**src/rtl/lib_voq_input_buffer.sv**
```systemverilog
// Per-input virtual output queue buffer: M FIFOs selected by flit destination, popped by allocator grant.
// Optional LIB_VOQ_OCCUPANCY_EN adds o_occupancy, the registered fill count of each VOQ.
module lib_voq_input_buffer #(
    parameter int M     = 4,
    parameter int DEPTH = 4,
    parameter int WIDTH = 32
) (
    input  logic                       clk,
    input  logic                       reset_n,
    input  logic                       ce,
    input  logic [WIDTH-1:0]           i_data,
    input  logic [$clog2(M)-1:0]       i_dest,
    input  logic                       i_data_val,
    output logic [0:M-1]               o_full,
    output logic [0:M-1]               o_request,
    input  logic [0:M-1]               i_grant,
    output logic [WIDTH-1:0]           o_data,
    output logic                       o_data_val,
`ifdef LIB_VOQ_OCCUPANCY_EN
    output logic [0:M-1][$clog2(DEPTH):0] o_occupancy,
`endif
    output logic                       o_overflow
);

    localparam int DEST_W = $clog2(M);
    localparam int PTR_W  = $clog2(DEPTH);
    localparam int CNT_W  = PTR_W + 1;

    logic [WIDTH-1:0] mem [M][DEPTH];
    logic [PTR_W-1:0] wr_ptr [M];
    logic [PTR_W-1:0] rd_ptr [M];
    logic [CNT_W-1:0] count  [M];

    logic              dest_ok;
    logic              wr_en;
    logic              ovf_nxt;
    logic              rd_en;
    logic [DEST_W-1:0] rd_idx;
    logic [M-1:0]      wr_hit;
    logic [M-1:0]      rd_hit;

    // Request/full come only from registered counts so the allocator path cannot loop back.
    always_comb begin
        for (int m = 0; m < M; m++) begin
            o_request[m] = (count[m] != '0);
            o_full[m]    = (count[m] == CNT_W'(DEPTH));
        end
    end

    generate
        if (M == (1 << DEST_W)) begin : g_dest_all_valid
            assign dest_ok = 1'b1;
        end else begin : g_dest_range
            assign dest_ok = (32'(i_dest) < M);
        end
    endgenerate

    assign wr_en   = ce && i_data_val && dest_ok && !o_full[i_dest];
    assign ovf_nxt = ce && i_data_val && dest_ok &&  o_full[i_dest];

    // Lowest-index granted non-empty VOQ wins; grants to empty VOQs fall through.
    always_comb begin
        rd_en  = 1'b0;
        rd_idx = '0;
        for (int m = 0; m < M; m++) begin
            if (!rd_en && i_grant[m] && o_request[m]) begin
                rd_en  = 1'b1;
                rd_idx = DEST_W'(m);
            end
        end
    end

    always_comb begin
        wr_hit = '0;
        rd_hit = '0;
        for (int m = 0; m < M; m++) begin
            wr_hit[m] = wr_en && (i_dest == DEST_W'(m));
            rd_hit[m] = ce && rd_en && (rd_idx == DEST_W'(m));
        end
    end

    always_ff @(posedge clk or negedge reset_n) begin
        if (!reset_n) begin
            for (int m = 0; m < M; m++) begin
                wr_ptr[m] <= '0;
                rd_ptr[m] <= '0;
                count[m]  <= '0;
            end
            o_data     <= '0;
            o_data_val <= 1'b0;
            o_overflow <= 1'b0;
        end else if (ce) begin
            o_overflow <= ovf_nxt;
            o_data_val <= rd_en;
            if (rd_en) begin
                o_data <= mem[rd_idx][rd_ptr[rd_idx]];
            end
            for (int m = 0; m < M; m++) begin
                if (wr_hit[m]) begin
                    wr_ptr[m] <= wr_ptr[m] + PTR_W'(1);
                end
                if (rd_hit[m]) begin
                    rd_ptr[m] <= rd_ptr[m] + PTR_W'(1);
                end
                case ({wr_hit[m], rd_hit[m]})
                    2'b10:   count[m] <= count[m] + CNT_W'(1);
                    2'b01:   count[m] <= count[m] - CNT_W'(1);
                    default: count[m] <= count[m];
                endcase
            end
        end
    end

    // Flit storage is never reset; stale entries are unreachable once pointers clear.
    always_ff @(posedge clk) begin
        if (wr_en) begin
            mem[i_dest][wr_ptr[i_dest]] <= i_data;
        end
    end

`ifdef LIB_VOQ_OCCUPANCY_EN
    always_comb begin
        for (int m = 0; m < M; m++) begin
            o_occupancy[m] = count[m];
        end
    end
`endif

endmodule

```
**config.mk**
```make
export PLATFORM = sky130hd
export DESIGN_NAME = lib_voq_input_buffer
export DESIGN_NICKNAME = d
export VERILOG_FILES = /design/src/rtl/lib_voq_input_buffer.sv
export SDC_FILE = /design/constraint.sdc
export NUM_CORES = 1
export LEC_CHECK = 0
export CELL_PAD_IN_SITES_DETAIL_PLACEMENT = 1
export CELL_PAD_IN_SITES_GLOBAL_PLACEMENT = 2
export CORE_MARGIN = 1
export CORE_UTILIZATION = 42
export CTS_BUF_LIST = sky130_fd_sc_hd__clkbuf_4 sky130_fd_sc_hd__clkbuf_8
export CTS_CLUSTER_SIZE = 8
export DETAILED_ROUTE_END_ITERATION = 10
export PLACE_DENSITY_LB_ADDON = 0.15
export SETUP_SLACK_MARGIN = 0.02
export SYNTH_ARGS = -nofsm -noshare
export SYNTH_HDL_FRONTEND = slang
export SYNTH_SLANG_ARGS = --single-unit
```
**constraint.sdc**
```tcl
create_clock -name clk -period 5.4 [get_ports clk]
set_clock_uncertainty 0.05 [all_clocks]
set_input_delay 1.08 -clock clk [delete_from_list [all_inputs] [get_ports clk]]
set_output_delay 1.08 -clock clk [all_outputs]
set_load 0.02 [all_outputs]
```
# Yosys cells after proc, flatten, opt, wreduce, memory -nomap -nowiden
# Memory sizes are Yosys's and may differ from the RTL's.
# Index checks and enable logic that the tools add are counted.
[word_totals]
ff_bits = 62
mem_bits_rw = 512
in_bits = 42
output_inout_bits = 42
n_memories = 1
[memory_table]
columns = ["memory", "depth", "width", "read_ports", "rd_clocked_by_memory_dff", "wr", "line_no", "rtl"]
rows = [
  ["mem", 4, 128, 1, 0, 1, "29", "logic [WIDTH-1:0] mem [M][DEPTH];"],
]
[classes]
add_sub_neg = 16
order_cmp = 5
n_eq_ne = 18
n_mux = 27
n_bitwise = 4
reduce_logical = 47
[ops]
columns = ["operator", "n"]
rows = [
  ["two-way mux 128 bit", 1],
  ["two-way mux 32 bit", 3],
  ["binary-select mux 32 bit (select 2 bit)", 1],
  ["demux 32 bit (select 2 bit)", 1],
  ["AND reduction 2 bit", 13],
  ["one-hot mux 3 bit (2 select lines)", 4],
  ["logical AND 1 bit", 20],
  ["adder 2 x 1 -> 2 bit (second input constant)", 8],
  ["== test 2 bit (second input constant)", 8],
  ["adder 3 x 1 -> 3 bit (second input constant)", 4],
  ["== test 2 x 1 -> 1 bit (second input constant)", 6],
  ["== test 3 bit (second input constant)", 4],
  [">= comparator 3 bit (second input constant)", 4],
  ["two-way mux 2 bit", 6],
  ["inverter 2 -> 3 bit", 4],
  ["nonzero test 3 bit", 4],
  ["subtractor 3 x 1 -> 3 bit (second input constant)", 4],
  ["binary-select mux 2 bit (select 2 bit)", 2],
  ["two-way mux 1 bit", 8],
  ["nonzero test 2 bit", 4],
  ["logical NOT 1 bit", 4],
  ["logical NOT 2 bit", 2],
  ["less-than comparator 3 x 1 -> 1 bit (second input constant)", 1],
  ["binary-select mux 1 bit (select 2 bit)", 1],
]

# Logic depth before layout (Yosys ltp)
# Gate-level depths: netlist of run 1.
[logic_depth]
ltp_word = 23
ltp_mapped = 12
ltp_nobuf = 12

# Worst setup path before layout of run 1
# OpenSTA, ideal clock, no wires.
[synth_timing]
path_kind = "input port to flip-flop"
from = "input port i_dest[1]"
to = "memory mem[0][100] in the netlist's numbering (enable)"
setup_time_ps = 513
arrival_ps = 5483
required_ps = 4837
setup_slack_ps = -646
path_stages = 6
n_path_buf = 1
cell_sequence = "clkbuf_1 > mux2i_1 > mux2_2 > nand3_1 > nor2_1 > nor4b_1"
[synth_between]
elab_chain_cells = 10
elab_cells_between_ends = 17
cone_classes = "2 x order compare; 10 x mux; 2 x bitwise; 3 x reduce/logical"
[synth_rtl]
columns = ["item", "line_no", "rtl"]
rows = [
  ["start: declaration", "12", "input logic [$clog2(M)-1:0] i_dest,"],
  ["inverter 2 -> 3 bit (not written as such)", "58, 117", ""],
  ["binary-select mux 2 bit (select 2 bit)", "117", "mem[i_dest][wr_ptr[i_dest]] <= i_data;"],
  ["two-way mux 2 bit (not written as such) (2 in series)", "117", ""],
  ["inverter 2 -> 3 bit (not written as such)", "117", ""],
  [">= comparator 3 bit (not written as such) or less-than comparator 3 x 1 -> 1 bit (tied branches)", "117", ""],
  ["logical AND 1 bit (not written as such)", "117", ""],
  ["two-way mux 32 bit (not written as such)", "117", ""],
  ["demux 32 bit (select 2 bit)", "117", ""],
  ["two-way mux 128 bit (not written as such)", "117", ""],
  ["end: declaration", "29", ""],
]
# Several ways; a longest one is shown, not always the timed one. The select of a mux whose other input is x is not followed.

# Worst setup path in the final report of run 1
[layout_timing]
from = "input port i_grant[0] in the netlist's numbering"
to = "register o_data[21]"
[layout_between]
elab_chain_cells = 22
elab_cells_between_ends = 27
cone_classes = "13 x mux; 2 x bitwise; 11 x reduce/logical; 1 x memory"
[layout_rtl]
columns = ["item", "line_no", "rtl"]
rows = [
  ["start: declaration", "16", "input logic [0:M-1] i_grant,"],
  ["logical AND 1 bit *", "66", "if (!rd_en && i_grant[m] && o_request[m]) begin"],
  ["two-way mux 1 bit *", "66", ""],
  ["logical NOT 1 bit", "66", ""],
  ["logical AND 1 bit (2 in series)", "66", ""],
  ["two-way mux 1 bit", "66", ""],
  ["logical NOT 1 bit", "66", ""],
  ["logical AND 1 bit (2 in series)", "66", ""],
  ["two-way mux 1 bit", "66", ""],
  ["logical NOT 1 bit", "66", ""],
  ["logical AND 1 bit (2 in series)", "66", ""],
  ["two-way mux 2 bit", "66", ""],
  ["inverter 2 -> 3 bit (not written as such)", "96", "o_data <= mem[rd_idx][rd_ptr[rd_idx]];"],
  ["binary-select mux 2 bit (select 2 bit)", "96", ""],
  ["two-way mux 2 bit (not written as such) (2 in series)", "96", ""],
  ["inverter 2 -> 3 bit (not written as such)", "96", ""],
  ["binary-select mux 32 bit (select 2 bit)", "96", ""],
  ["two-way mux 32 bit (not written as such) (2 in series)", "96", ""],
  ["end signal: assignment", "96", ""],
  ["end: declaration", "17", "output logic [WIDTH-1:0] o_data,"],
]
# Every way passes the cells marked *; elsewhere a longest branch is shown, timed or not. The select of a mux whose other input is x is not followed.
# A chain may end at the register's enable or synchronous reset.

==> summary.md, run 1 <==
| Metric | Value |
|---|---|
| RSZ-0062 raised after global routing | `no` |
| Drt total wl | `64.9 mm` |
| Tmin final | `3.84 ns` |
| EDFF count, synth | `512` |
| Area of the die | `55000 um^2` |
| R2R Path End | `o_data[21]` |
| Design Area, Final | `26700 um^2` |
| Min Hold Slack | `0.424 ns` |
| First drt pass iteration count | `5` |
| Critical-path cell list | `clkdlybuf4s50_1 -> o31a_1 -> or4_2 -> o22ai_4 -> buf_12 -> o21ai_0 -> a31oi_1 -> o21ai_0 -> o221a_2` |
| Core Rows | `84` |
| Most Frequent Cell on Critical Path | `o21ai_0` |
| CTS tree | `built` |
| Vias in the first global route | `15000` |
| Seq/Total Area, Yosys | `0.746` |
| Min-delay src | `wr_ptr[3]` |
| Flop2flop setup slack | `1.78 ns` |
| Avg Cell Area, Syn | `15.0 um^2` |
| P_leak | `8.90 nW` |
| Reg2reg start | `count[11]` |
| # port buffers | `83` |
| Clock-pin slew on the worst setup and hold paths | `0.06 ns` |
| Die Ht | `234 um` |
| CP startpoint kind | `input pin` |
| Clock buffer depth | `3` |
| Layout area overhead | `17.4%` |
| Nets | `1689` |
| Via count | `14200` |
| Crit path depth | `9` |
| Max-slew violations | `0` |
| Routability cong. | `0.736` |
| Grt ovf | `0` |
| Final setup violation count | `0` |
| Status | `complete, no violations` |
| # Max-Cap Violations | `0` |
| GRT Overall Usage | `0.243` |
| CP delay by family, top | `compound AO/OA/AOI/OAI gates` |
| Synth cell types | `49` |
| CTS buffer count | `96` |
| CP Data Required Time | `5.93 ns` |
| Synth Instances | `1509` |
| Clk sinks | `574` |
| Worst-Skew Late Latency | `0.69 ns` |
| CTS resizes | `0` |
| Sw power | `4.95 mW` |
| Routed Antenna Nets | `0` |
| Max-slew headroom | `0.316` |
| I/O pin total | `84` |
| WP data arrival | `4.36 ns` |
| Synthesized area | `22700 um^2` |
| Antenna violations before repair | `2` |
| Placed cell areas | `24600 um^2` |
| Tot Pwr | `14.0 mW` |
| Reg2Reg Depth | `8` |
| Internal Pwr Total | `9.04 mW` |
| Starting Density | `0.429` |
| Post-CTS Setup Bufs | `0` |
| CP Class | `input pin to register` |
| First-pass GRT wire length | `96.8 mm` |
| Critical-path top delay cell | `or4_2` |
| Worst-case vdd ir drop | `0.000510 V` |
| P per Cell Area | `525 nW/um^2` |
| Wire per inst | `26.9 um` |
| Worst stage delay on the critical path | `1.00 ns` |
| FFs w/ async S/R, synth | `0.108` |
| Primary FF master, synth | `edfxtp_1` |
| Final Cycle Share | `0.710` |
| Sw frac | `0.354` |
| Hold_buf cts | `0` |
| Gate power share | `0.324` |
| Final Hold Viols | `0` |
| Hold path depth | `1` |
| CP Max Fanout | `60` |
| CP endpoint | `o_data[21]` |
| Die X | `234 um` |
| Proportion of layout cells with a drive suffix above 1 | `0.169` |
| Sequential power share | `0.391` |
| Clock share of power | `0.286` |
| Final core utilization | `0.503` |
| Iteration-0 DRC Markers | `1165` |
| Hpwl dp | `34.1 mm` |
| Crit. Startpoint | `i_grant[0]` |
| Synth warn | `0` |
| Vias per cell | `5.89` |
| #FFs+latches synth | `574` |
| WP buf/inv | `2` |
| Largest net degree at the start of global routing | `68` |
| Syn_nets | `1559` |
| Worst Setup End Kind | `register` |
| DR DRC count | `0` |
| Worst slew pin tran | `1.03 ns` |
| Clock root buffer | `clkbuf_8` |
| Hold/Removal Path Class | `register to register` |
| Fmax | `261 MHz` |
| H-tree lvl count | `3` |
| Core area | `53000 um^2` |
==> how the worst min path moves through the flow <==
| stage | slack [ns] | end |
|---|---|---|
| floorplan | 0.39 | wr_ptr[5] |
| global placement | 0.41 | wr_ptr[7] |
| detailed placement | 0.42 | wr_ptr[5] |
| CTS | 0.43 | wr_ptr[5] |
| global route | 0.44 | wr_ptr[5] |
| finish | 0.42 | wr_ptr[3] |
==> power by group through the flow <==
stage | sequential [mW] | clock, mW | combinational (mW)
global placement | 5.54 | 0 | 4.46
CTS | 5.47 | 4.09 | 4.55
global route | 5.50 | 4.25 | 4.88
detailed placement | 5.55 | 0 | 4.54
finish | 5.46 | 3.99 | 4.53
floorplan | 5.61 | 0 | 2.69
==> through the flow <==
step	TNS, ns	setup slack [ns]	std cells
after floorplan	-29.98	-0.312	1509
after global placement	0	0.978	2229
after detailed placement	0	0.924	2229
after CTS	0	1.67	2409
after global routing	0	1.47	2410
final	0	1.56	2411
==> layer usage <==
layer | vias up | GRT usage | wire, um
li1 | 6241 | - | -
met1 | 7461 | 0.335 | 28900
met2 | 387 | 0.393 | 31400
met3 | 112 | 0.0419 | 3220
met4 | 2 | 0.0760 | 1330
met5 | - | 0 | 13
==> flip-flops by register name, indices dropped and copies added (netlist names) <==
register / flops
wr_ptr: 8
count: 12
o_data: 32
o_data_val: 1
mem: 512
rd_ptr: 8
o_overflow: 1
==> Yosys cell counts (all sizes together), types with 2 or more instances <==
cell type | instances | area, um^2
edfxtp | 512 | 15400
fa | 4 | 80.1
o21ai | 104 | 521
o221a | 32 | 360
mux2i | 66 | 661
xor2 | 15 | 131
buf | 40 | 201
ha | 4 | 50.1
or3 | 4 | 25.0
a21o | 4 | 30.0
nand3 | 66 | 330
nor3 | 40 | 200
nor3b | 4 | 30.0
nor4 | 5 | 37.5
inv | 17 | 63.8
nand2 | 112 | 423
xnor2 | 9 | 78.8
a22oi | 128 | 961
o31a | 3 | 26.3
nor2 | 23 | 88.8
o31ai | 4 | 40.0
a21oi | 64 | 320
mux4 | 2 | 45.0
dfrtp | 62 | 1550
a31oi | 65 | 407
clkbuf | 69 | 259
o211ai | 32 | 240
nand2b | 6 | 37.5
==> area by class of cell <==
cell class,instances,area (um^2)
multi-input cells,809,5470
well taps,688,861
flip-flops and latches,574,16900
clock inverters,24,148
repair buffers,141,1300
fillers,5218,26300
diodes,2,5.00
inverters,17,63.8
clock buffers,156,1880
==> cells in the final DEF, fill, tap and decap left out, drive strengths merged, types with 2 or more instances in the layout <==
cell,synthesis,final
edfxtp,512,512
clkbuf,69,156
a22oi,128,128
nand2,112,112
o21ai,104,104
clkdlybuf4s50,0,82
mux2i,66,66
nand3,66,66
a31oi,65,65
a21oi,64,64
dfrtp,62,62
buf,40,59
nor3,40,40
o211ai,32,32
o221a,32,32
nor2,23,23
inv,17,22
clkinv,0,18
xor2,15,15
xnor2,9,9
nand2b,6,6
nor4,5,5
nor3b,4,4
or3,4,4
a21o,4,4
fa,4,4
ha,4,4
o31ai,4,4
o31a,3,3
diode,0,2
mux4,2,2
==> logic make-up (layout without fill, tap and decap cells) <==
group,after synthesis,after routing,share of synthesized area
buffers and inverters,126,338,0.0231
adder cells (fa/ha/maj),8,8,0.00573
flip-flops,574,574,0.746
XOR/XNOR,24,24,0.00926
multiplexers,69,69,0.0316
other,0,2,0
AO/OA/AOI/OAI,443,443,0.131
AND/OR/NAND/NOR,265,265,0.0534
(Power assumes the default switching activity.)
==> run 2, diff against run 1 <==
- clock period: 5.4 -> 3.1 ns (I/O delays scaled with it)
==> run 2 against run 1 <==
Worst hold slack lost 0.35 ns. Via count increased by 4.2%. Power increased by 84%. Final cell count grew 4.9%. Register-to-register slack got worse by 1.7 ns. Count of clock-buffer cells in the layout down 7. Worst setup slack got worse by 1.4 ns. First-iteration DRC count fell by 12%. Critical path depth did not move. Sequential cell count stayed put. Sequential share of layout area down 3.6 points. Final area up 6.0%.
==> summary.md, run 2 (synthesized netlist as in run 1, its figures left out) <==
| Metric | Value |
|---|---|
| Hold/Removal Path Class | `input pin to async pin` |
| Grt ovf | `0` |
| Routed Antenna Nets | `0` |
| Min Hold Slack | `0.0723 ns` |
| CTS tree | `built` |
| Clk sinks | `574` |
| N_diodes | `0` |
| RSZ-0062 raised after global routing | `yes` |
| Commonest non-fill, non-tap cell in the layout | `edfxtp_1` |
| Clock root buffer | `clkbuf_8` |
| Max-slew violations | `0` |
| Clock-pin slew on the worst setup and hold paths | `0.06 ns` |
| Tmin final | `2.98 ns` |
| H-tree lvl count | `3` |
| First-pass GRT wire length | `98.7 mm` |
| R2R Path End | `o_data[24]` |
| Fillers | `5051` |
| Iteration-0 DRC Markers | `1020` |
| Worst-case vdd ir drop | `0.000631 V` |
| Design Area, Final | `28200 um^2` |
| # port buffers | `83` |
| Worst-Skew Late Latency | `0.70 ns` |
| Wire per inst | `26.2 um` |
| Starting Density | `0.429` |
| Hold_buf cts | `0` |
| Reg2Reg Depth | `9` |
| DR DRC count | `0` |
| P per Cell Area | `912 nW/um^2` |
| Fmax | `335 MHz` |
| Die Ht | `234 um` |
| Max-slew headroom | `0.192` |
| Clock buffer depth | `3` |
| Status | `complete, no violations` |
| Placed cell areas | `26200 um^2` |
| CP Class | `register to register` |
| P_leak | `9.67 nW` |
| Max reg flops | `512` |
| Sequential power share | `0.367` |
| Hpwl dp | `39.8 mm` |
| Vias per cell | `5.85` |
| Core Rows | `84` |
| Nets | `1808` |
| Gate power share | `0.367` |
| GRT Overall Usage | `0.247` |
| CP startpoint kind | `register` |
| Routability cong. | `0.775` |
| WP data arrival | `3.49 ns` |
| Layout area overhead | `24.5%` |
| Drt total wl | `66.3 mm` |
| Via count | `14800` |
| Clock share of power | `0.266` |
| Sw frac | `0.349` |
| Antenna violations before repair | `0` |
| Core area | `53000 um^2` |
| # Max-Cap Violations | `0` |
| CTS buffer count | `98` |
| Most frequent cells in the layout | `edfxtp_1 (512), a22oi_1 (128), buf_4 (117), nand2_1 (111), clkbuf_8 (106)` |
| Vias in the first global route | `15500` |
| Area of the die | `55000 um^2` |
| Worst slew pin tran | `1.21 ns` |
| Internal Pwr Total | `16.8 mW` |
| I/O pin total | `84` |
| CP Max Fanout | `12` |
| Reg2reg start | `count[5]` |
| Largest net degree at the start of global routing | `63` |
| CP Data Required Time | `3.61 ns` |
| Final Cycle Share | `0.963` |
| Worst Setup End Kind | `register` |
| Final setup violation count | `0` |
| Final core utilization | `0.533` |
| Flop2flop setup slack | `0.12 ns` |
| First drt pass iteration count | `5` |
| Die X | `234 um` |
| Final Hold Viols | `0` |
| Sw power | `9.00 mW` |
| Proportion of layout cells with a drive suffix above 1 | `0.221` |
run 2: cell type report:
cell class	instances	area, um^2	area share
well taps	688	861	0.0305
inverters	17	63.8	0.00226
repair buffers	257	2860	0.101
multi-input cells	810	5560	0.197
clock inverters	35	193	0.00682
clock buffers	149	1780	0.0631
flip-flops and latches	574	16900	0.599
run 2: what timing repair did:
action,in CTS,in global routing
gates cloned,0,1
pin swaps,0,2
setup buffers,0,2
endpoints found under the hold margin,0,0
gates resized for setup,3,1
setup endpoints to repair,15,7
run 2: routing by layer:
metal,up-vias,global-route usage,wire (um)
li1,6501,-,-
met1,7772,0.343,29500
met2,420,0.398,32300
met3,108,0.0394,3050
met4,0,0.0762,1470
met5,-,0,0
run 2: critical path, cell delays in order, from the launching register on:
cell	delay, ns
dfrtp_1	0.45
o31a_1	0.35
or4_4	0.62
o22ai_4	0.26
buf_12	0.20
buf_4	0.17
o21ai_0	0.08
a31oi_1	0.28
o21ai_0	0.14
o221a_2	0.25
run 2: how the worst max path moves through the flow:
stage          cells after the start        from         end  slack [ns]
4_1_cts                            3    count[3]   o_full[2]        0.04
6_report                           9    count[5]  o_data[24]        0.12
3_5_place_dp                      10  i_grant[2]  o_data[16]       -0.52
2_1_floorplan                      3   i_dest[1]  mem[0][64]       0.009
5_1_grt                            9    count[5]  o_data[17]        0.01
3_3_place_gp                      10  i_grant[2]  o_data[19]       -0.49
run 2: power by group through the flow:
stage          Sequential (mW)  Combinational, mW  Clock (mW)
6_report                  9.46               9.46        6.84
5_1_grt                   9.52               10.1        7.30
4_1_cts                   9.46               9.45        6.99
3_5_place_dp              9.60               9.43           0
3_3_place_gp              9.57               9.23           0
2_1_floorplan             9.76               4.76           0
run 2: metrics by stage:
stage	setup WS (ns)	TNS, ns	std cells	power [mW]
2_1_floorplan	0.00911	0	1509	14.5
3_3_place_gp	-0.486	-25.10	2343	18.8
3_5_place_dp	-0.517	-29.33	2343	19.0
4_1_cts	0.0352	0	2527	25.9
5_1_grt	0.0127	0	2530	26.9
6_report	0.115	0	2530	25.8
==> run 3, diff against run 2 <==
- CORE_MARGIN: 1 -> 10
==> run 3 against run 2 <==
Critical path depth increased by 2. Worst hold slack improved by 0.012 ns. Power decreased by 1.5%. Global-route usage decreased by 3.4 points. Die area increased by 16%. First-iteration DRC count increased by 11%. Combinational power decreased by 1%. Largest cell class unchanged. Final cell count decreased by 0.24%. Highest routed layer unchanged. Sequential cell count unchanged. Largest power group unchanged. Final area decreased by 0.57%. Non-clock buffer count decreased by 8. Count of clock-buffer cells in the layout decreased by 6.
==> summary.md, run 3 (synthesized netlist as in run 1, its figures left out) <==
| Metric | Value |
|---|---|
| Fillers | `5138` |
| Final Cycle Share | `0.962` |
| Layout area overhead | `23.7%` |
| Via count | `14700` |
| Flop2flop setup slack | `0.12 ns` |
| Worst stage delay on the critical path | `0.56 ns` |
| First drt pass iteration count | `5` |
| Final setup violation count | `0` |
| GRT Overall Usage | `0.212` |
| Nets | `1798` |
| Routability cong. | `0.758` |
| Hold/Removal Path Class | `input pin to async pin` |
| WP buf/inv | `4` |
| Reg2Reg Depth | `11` |
| Hold_buf cts | `0` |
| Area of the die | `63700 um^2` |
| Proportion of layout cells with a drive suffix above 1 | `0.213` |
| Max-slew violations | `0` |
| DR DRC count | `0` |
| CTS tree | `built` |
| P_leak | `9.56 nW` |
| Critical-path cell list | `o31a_2 -> or4_4 -> o22ai_4 -> buf_12 -> nor2_4 -> buf_12 -> buf_12 -> buf_12 -> mux2i_1 -> o211ai_1 -> o221a_2` |
| CP Class | `register to register` |
| CP Data Required Time | `3.67 ns` |
| Grt ovf | `0` |
| Clock buffer depth | `3` |
| Commonest non-fill, non-tap cell in the layout | `edfxtp_1` |
| CP delay by family, top | `compound AO/OA/AOI/OAI gates` |
| Hpwl dp | `40.0 mm` |
| CTS buffer count | `97` |
| Starting Density | `0.423` |
| Vias in the first global route | `15500` |
| I/O pin total | `84` |
| # port buffers | `83` |
| Worst-Skew Late Latency | `0.70 ns` |
| Max reg flops | `512` |
| H-tree lvl count | `3` |
| Tmin final | `2.98 ns` |
| Clock-pin slew on the worst setup and hold paths | `0.06 ns` |
| Worst-case vdd ir drop | `0.000528 V` |
| Final core utilization | `0.523` |
| RSZ-0062 raised after global routing | `yes` |
| P per Cell Area | `903 nW/um^2` |
| Critical-path top delay cell | `or4_4` |
| Clock root buffer | `clkbuf_8` |
| First-pass GRT wire length | `101 mm` |
| Setup TNS | `0 ns` |
| Fin cells | `2524` |
| Reg2reg start | `count[8]` |
| Die Ht | `252 um` |
| R2R Path End | `o_data[24]` |
| Min Hold Slack | `0.0846 ns` |
| Iteration-0 DRC Markers | `1136` |
| Wire per inst | `26.6 um` |
| Antenna violations before repair | `1` |
| Worst Setup End Kind | `register` |
| Tot Pwr | `25.4 mW` |
| Fmax | `335 MHz` |
| # Max-Cap Violations | `0` |
| Cells after DPL | `2342` |
| Status | `complete, no violations` |
| Drt total wl | `67.3 mm` |
| Clk sinks | `574` |
| Routed Antenna Nets | `0` |
| Most Frequent Cell on Critical Path | `buf_12` |
| Final Hold Viols | `0` |
| CP Max Fanout | `20` |
| Worst slew pin tran | `1.10 ns` |
| Largest net degree at the start of global routing | `65` |
| WP data arrival | `3.55 ns` |
| Max-slew headroom | `0.267` |
| Most frequent cells in the layout | `edfxtp_1 (512), a22oi_1 (128), nand2_1 (111), buf_4 (110), clkbuf_8 (104)` |
| Core Rows | `85` |
| CP startpoint kind | `register` |
| Die X | `252 um` |
| Vias per cell | `5.83` |
| Core area | `53700 um^2` |
-- run 3: cell types whose count changed in the layout (fill, tap and decap cells not counted), moves of 2 or more --
cell / change
a31oi_1: -2
a31oi_2: +2
clkbuf_4: -4
clkinv_2: -3
clkinv_1: +6
clkbuf_8: -2
inv_6: -2
buf_4: -7
-- run 3: stage by stage --
step,setup slack [ns],cell area (um^2)
after floorplan,0.00911,22900
after global placement,-0.590,26100
after detailed placement,-0.602,26100
after CTS,0.0610,28000
after global routing,0.00541,28100
final,0.119,28100
-- run 3: layout make-up --
class | count | area (um^2) | share of cell area
inverters | 17 | 63.8 | 0.00227
repair buffers | 249 | 2790 | 0.0992
clock buffers | 143 | 1720 | 0.0614
multi-input cells | 809 | 5560 | 0.198
flip-flops and latches | 574 | 16900 | 0.603
diodes | 1 | 2.50 | 0.0000891
clock inverters | 35 | 153 | 0.00543
well taps | 696 | 871 | 0.0310
-- run 3: layer usage --
metal / part of all wire / track usage / wire length [um]
met2: 0.49 / 0.351 / 32900
met4: 0.020 / 0.0673 / 1340
met3: 0.051 / 0.0334 / 3430
met5: 0 / 0 / 0
met1: 0.44 / 0.283 / 29500
-- run 3: timing repair --
action	CTS	global route
setup buffers	0	3
resized for setup	4	2
pin swaps	0	1
setup endpoints to repair	6	7
-- run 3: how the worst max path moves through the flow --
stage / from / endpoint / slack (ns) / cells past startpoint
after global routing: count[8] / o_data[24] / 0.005 / 11
after CTS: count[11] / o_data[31] / 0.06 / 10
after floorplan: i_dest[1] / mem[0][64] / 0.009 / 3
final: count[8] / o_data[24] / 0.12 / 11
after detailed placement: i_grant[2] / o_data[20] / -0.60 / 10
after global placement: i_grant[2] / o_data[20] / -0.59 / 10
-- run 3: report_power, final --
part | switching (mW) | internal [mW] | leakage [nW]
Sequential | 0.377 | 9.06 | 5.32
Combinational | 5.51 | 3.85 | 3.24
Clock | 3.02 | 3.55 | 0.999
Total | 8.90 | 16.5 | 9.56
-- run 3: worst reg2reg max path: stages, from the launching register on --
cell	delay, ns
dfrtp_1	0.42
o31a_2	0.39
or4_4	0.56
o22ai_4	0.22
buf_12	0.16
nor2_4	0.06
buf_12	0.14
buf_12	0.14
buf_12	0.16
mux2i_1	0.13
o211ai_1	0.26
o221a_2	0.24
